**src/rtl/dram_arbiter.sv**
```systemverilog
// rtl/dram_arbiter.sv - two-port fixed-priority RAM arbiter with port-1 starvation guard
module dram_arbiter #(
  parameter int AW         = 13,
  parameter int DW         = 32,
  parameter int STARVE_MAX = 4
) (
  input  logic            i_clk,
  input  logic            i_rst,
  input  logic            i_m0_req,
  input  logic [DW/8-1:0] i_m0_we,
  input  logic [AW-1:0]   i_m0_addr,
  input  logic [DW-1:0]   i_m0_wdata,
  output logic            o_m0_gnt,
  output logic            o_m0_rvalid,
  output logic [DW-1:0]   o_m0_rdata,
  input  logic            i_m1_req,
  input  logic [DW/8-1:0] i_m1_we,
  input  logic [AW-1:0]   i_m1_addr,
  input  logic [DW-1:0]   i_m1_wdata,
  output logic            o_m1_gnt,
  output logic            o_m1_rvalid,
  output logic [DW-1:0]   o_m1_rdata,
  output logic [AW-1:0]   o_ram_address,
  output logic [DW-1:0]   o_ram_din,
  output logic            o_ram_rnw,
  output logic [DW/8-1:0] o_ram_cs_b,
  input  logic [DW-1:0]   i_ram_dout
);

  localparam logic [3:0] STARVE_LIM = 4'(STARVE_MAX);

  logic [3:0]      starve_cnt_q, starve_cnt_d;
  logic [1:0]      rd_pend_q, rd_pend_d;
  logic            gnt0, gnt1;
  logic [DW/8-1:0] sel_we;

  always_comb begin
    gnt0 = 1'b0;
    gnt1 = 1'b0;
    if (!i_rst) begin
      if (i_m1_req && (!i_m0_req || starve_cnt_q == STARVE_LIM)) begin
        gnt1 = 1'b1;
      end else if (i_m0_req) begin
        gnt0 = 1'b1;
      end
    end
  end

  always_comb begin
    starve_cnt_d = 4'd0;
    if (i_m1_req && !gnt1) begin
      starve_cnt_d = (starve_cnt_q == STARVE_LIM) ? starve_cnt_q : starve_cnt_q + 4'd1;
    end
    rd_pend_d = {gnt1 & ~|i_m1_we, gnt0 & ~|i_m0_we};
  end

  // Idle cycles present port 0's fields; only cs_b/rnw matter to the RAM then.
  always_comb begin
    sel_we        = gnt1 ? i_m1_we : i_m0_we;
    o_ram_address = gnt1 ? i_m1_addr : i_m0_addr;
    o_ram_din     = gnt1 ? i_m1_wdata : i_m0_wdata;
    o_ram_rnw     = 1'b1;
    o_ram_cs_b    = '1;
    if (gnt0 || gnt1) begin
      o_ram_rnw  = ~|sel_we;
      o_ram_cs_b = (~|sel_we) ? '0 : ~sel_we;
    end
  end

  always_ff @(posedge i_clk) begin
    if (i_rst) begin
      starve_cnt_q <= 4'd0;
      rd_pend_q    <= 2'b00;
    end else begin
      starve_cnt_q <= starve_cnt_d;
      rd_pend_q    <= rd_pend_d;
    end
  end

  // Gating with reset drops a read whose data would land in the reset cycle.
  assign o_m0_gnt    = gnt0;
  assign o_m1_gnt    = gnt1;
  assign o_m0_rvalid = rd_pend_q[0] & ~i_rst;
  assign o_m1_rvalid = rd_pend_q[1] & ~i_rst;
  assign o_m0_rdata  = i_ram_dout;
  assign o_m1_rdata  = i_ram_dout;

endmodule

```
**config.mk**
```make
export PLATFORM = sky130hd
export DESIGN_NAME = dram_arbiter
export DESIGN_NICKNAME = d
export VERILOG_FILES = /design/src/rtl/dram_arbiter.sv
export SDC_FILE = /design/constraint.sdc
export NUM_CORES = 1
export LEC_CHECK = 0
export CAP_MARGIN = 20
export CORE_ASPECT_RATIO = 0.6
export CORE_MARGIN = 3
export CORE_UTILIZATION = 24
export DETAILED_ROUTE_END_ITERATION = 16
export PLACE_DENSITY = 0.83
export SETUP_SLACK_MARGIN = 0.3
export SKIP_CTS_REPAIR_TIMING = 1
export SLEW_MARGIN = 40
export SYNTH_ARGS = -nofsm -noshare
export SYNTH_HDL_FRONTEND = slang
export SYNTH_SLANG_ARGS = --single-unit
```
**constraint.sdc**
```tcl
create_clock -name i_clk -period 2.4 [get_ports i_clk]
set_input_delay 0.36 -clock i_clk [delete_from_list [all_inputs] [get_ports i_clk]]
set_output_delay 0.36 -clock i_clk [all_outputs]
set_load 0.02 [all_outputs]
```
==> Implementation_results.wiki <==
{| class="wikitable"
! Metric !! Value
|-
| Outcome || finished clean
|-
| Path class of the lowest-slack min-delay path || in -> reg
|-
| Overall overflow remaining after global route || 0
|-
| Global-route wire length before repair || 8580 um
|-
| Combined global-route utilization of all metal layers || 13.5%
|-
| # clock sinks || 6
|-
| Dpl hpwl || 5280 um
|-
| Maximum frequency from static timing analysis || 0.444 GHz
|-
| Worst Hold Margin || 476 ps
|-
| Boundary pin count || 252
|-
| Critical Path End Type || output port
|-
| Synthesized net count || 309
|-
| Met1 track utilization from global routing || 18.0%
|-
| Synthesis-to-layout area growth || 74.5%
|-
| Weighted congestion reported at the end of routability-driven placement || 0.749
|-
| Number of instances in the synthesized netlist || 173
|-
| Count of fill cells added during filler insertion || 641
|-
| Time the final worst path needs with I/O delays and setup || 2250 ps
|-
| Synthesis Warnings || 0
|-
| Initial antenna violation count || 0
|-
| Routed vias/inst || 4.23
|-
| Total power after layout || 885 uW
|-
| Number of H-tree branching levels || 1
|-
| Post-route setup slack || 147 ps
|-
| Total count of hold-check failures in the final report || 0
|-
| Unrepaired setup endpoints after global routing || true
|-
| Number of library cell types mapped by synthesis || 25
|-
| Total non-filler cell area in the finished layout || 0.00296 mm^2
|-
| TritonCTS clock tree || built
|-
| Portion of the clock cycle consumed by the worst path in the final layout || 93.9%
|-
| Required time reported for the critical path endpoint || 2040 ps
|-
| Cell area reported after detailed placement || 0.00289 mm^2
|-
| Share of final-layout standard cells stronger than drive strength 1 || 47.5%
|-
| Nets@finish || 416
|-
| Cell Area, Synth || 0.00170 mm^2
|-
| Number of buffers created by CTS || 3
|-
| Number of maximum-capacitance violations || 0
|-
| IO buf count || 155
|-
| Post-detailed-routing wire length || 6510 um
|-
| Sequential element share of the synthesized area || 7.07%
|-
| Remaining DRCs || 0
|-
| Worst setup slack after placement || -267 ps
|-
| Slew Limit Headroom || 80.1%
|-
| Core footprint || 0.00676 mm^2
|-
| Initial standard-cell utilization of the core || 25.1%
|-
| Horiz. Die Dim || 115 um
|-
| Mean instance size in the synthesized netlist || 9.81 um^2
|-
| Total count of max-transition violations in the final report || 0
|-
| Number of rows created at floorplan || 23
|-
| Fraction of met3 tracks used by global routing || 5.04%
|-
| Number of global-route vias before repair || 1,529
|-
| Post-route core utilization || 43.8%
|-
| Crit Path Category || reg -> out
|-
| Antenna-violating nets left || 0
|-
| Vias after detailed routing || 1,543
|-
| Cell Pwr Density || 299 mW/mm^2
|-
| Die area || 0.00815 mm^2
|-
| Largest fanout of any net on the critical path || 6
|-
| Clk pin slew, worst setup/hold paths || 30 ps
|-
| Maximum number of pins on one net before global-route repair || 22
|-
| Number of inserted diodes || 0
|-
| Worst vdd ir || 176 uV
|-
| Worst-case clock skew || 0.435 ps
|-
| Grt met2 use || 21.2%
|-
| Global-route layer with the greatest usage || met2
|-
| Drt initial violations || 71
|-
| Flop and latch count out of synthesis || 6
|-
| CTS max path bufs || 2
|-
| Final setup viols || 0
|-
| Overall die height || 71.2 um
|-
| Clock insertion delay at the later pin of the skew report || 220 ps
|-
| Average detailed-routed wire length per instance || 17.8 um
|-
| Clock Root Buffer || clkbuf_16
|-
| Slew of the pin with the lowest slew margin || 297 ps
|-
| Critical path data arrival time || 1890 ps
|-
| Iteration count of the initial detailed-routing pass || 4
|-
| CP Launch Type || flip-flop
|-
| Lkg Pwr || 0.00143 uW
|}
[layout by cell type (no fill, tap or decap), drive strengths merged]
| cell | synthesis | routed |
|---|---|---|
| clkdlybuf4s50 | 0 | 95 |
| mux2 | 45 | 45 |
| buf | 70 | 43 |
| clkbuf | 1 | 27 |
| inv | 14 | 14 |
| dlymetal6s2s | 0 | 11 |
| a21oi | 9 | 9 |
| dfxtp | 6 | 6 |
| nor2 | 5 | 5 |
| mux2i | 5 | 5 |
| or4 | 2 | 2 |
| nor2b | 2 | 2 |
| o211ai | 2 | 2 |
| ha | 2 | 2 |
| and3b | 1 | 1 |
| and2b | 1 | 1 |
| o21a | 1 | 1 |
| nand2b | 1 | 1 |
| o21bai | 1 | 1 |
| nor4 | 1 | 1 |
| a211oi | 1 | 1 |
| or3b | 1 | 1 |
| nand3 | 1 | 1 |
| xnor2 | 1 | 1 |
[critical path, stage by stage (launching register included)]
cell and delay, ps:
dfxtp_2 310, inv_2 70, ha_4 130, and3b_2 200, o21a_4 230, clkbuf_16 180, mux2_2 340, dlymetal6s2s_1 210
[power breakdown]
group,switching [uW],total (uW),internal [uW]
registers,0.597,102,102
logic,201,520,319
clock network,49.2,262,213
total,251,885,634
[final cells by class]
cell class	count	area, um^2	share of cell area (%)
repair buffers	173	1620	54.8
multi-input cells	82	980	33.1
flip-flops and latches	6	123	4.14
well taps	87	109	3.67
clock buffers	3	75.1	2.53
inverters	14	52.6	1.77
[kinds of logic after synthesis]
kind of cell | Yosys count | share of synthesized area (%)
buffers and inverters | 85 | 38.2
XOR/XNOR | 1 | 0.516
multiplexers | 50 | 42.5
AND/OR/NAND/NOR | 15 | 5.38
adder cells (fa/ha/maj) | 2 | 1.47
AO/OA/AOI/OAI | 14 | 4.86
flip-flops | 6 | 7.07
[worst paths after layout]
kind,start,to,slack [ps],cells past startpoint
setup / recovery,starve_cnt_q[1],o_ram_din[31],150,7
hold / removal,i_m1_req,rd_pend_q[0],480,3
setup reg to reg,starve_cnt_q[1],starve_cnt_q[1],830,6
hold reg to reg,starve_cnt_q[0],starve_cnt_q[0],510,2
[cell usage after synthesis]
| master | instances | area share, % |
|---|---|---|
| nor2_1 | 5 | 1.1 |
| and3b_2 | 1 | 0.59 |
| o21bai_1 | 1 | 0.44 |
| mux2i_1 | 5 | 2.9 |
| dfxtp_1 | 6 | 7.1 |
| mux2_4 | 44 | 39 |
| buf_6 | 1 | 0.66 |
| nor4_1 | 1 | 0.37 |
| nand2b_1 | 1 | 0.37 |
| a21oi_1 | 9 | 2.7 |
| a211oi_1 | 1 | 0.44 |
| nor2b_1 | 2 | 0.74 |
| clkbuf_1 | 1 | 0.22 |
| o211ai_1 | 2 | 0.88 |
| o21a_1 | 1 | 0.44 |
| buf_12 | 5 | 5.9 |
| mux2_2 | 1 | 0.66 |
| buf_4 | 64 | 28 |
| or3b_2 | 1 | 0.52 |
| xnor2_1 | 1 | 0.52 |
| or4_1 | 2 | 0.88 |
| inv_1 | 14 | 3.1 |
| and2b_2 | 1 | 0.52 |
| ha_1 | 2 | 1.5 |
| nand3_1 | 1 | 0.29 |
[per-stage QoR]
step	TNS (ps)	instances
global route	0	365
global placement	-9740	357
finish	0	365
CTS	-11070	360
detailed placement	-10610	357
floorplan	0	173
[metal layers]
layer / vias to the layer above / wire length (um)
met4: 0 / 23
met2: 114 / 2960
met1: 701 / 2810
li1: 724 / -
met3: 4 / 706
met5: - / 0
[registers in the layout (all words and copies together) (netlist names)]
signal        count
rd_pend_q         2
starve_cnt_q      4
Note: power is estimated with default switching activity, not from simulation.
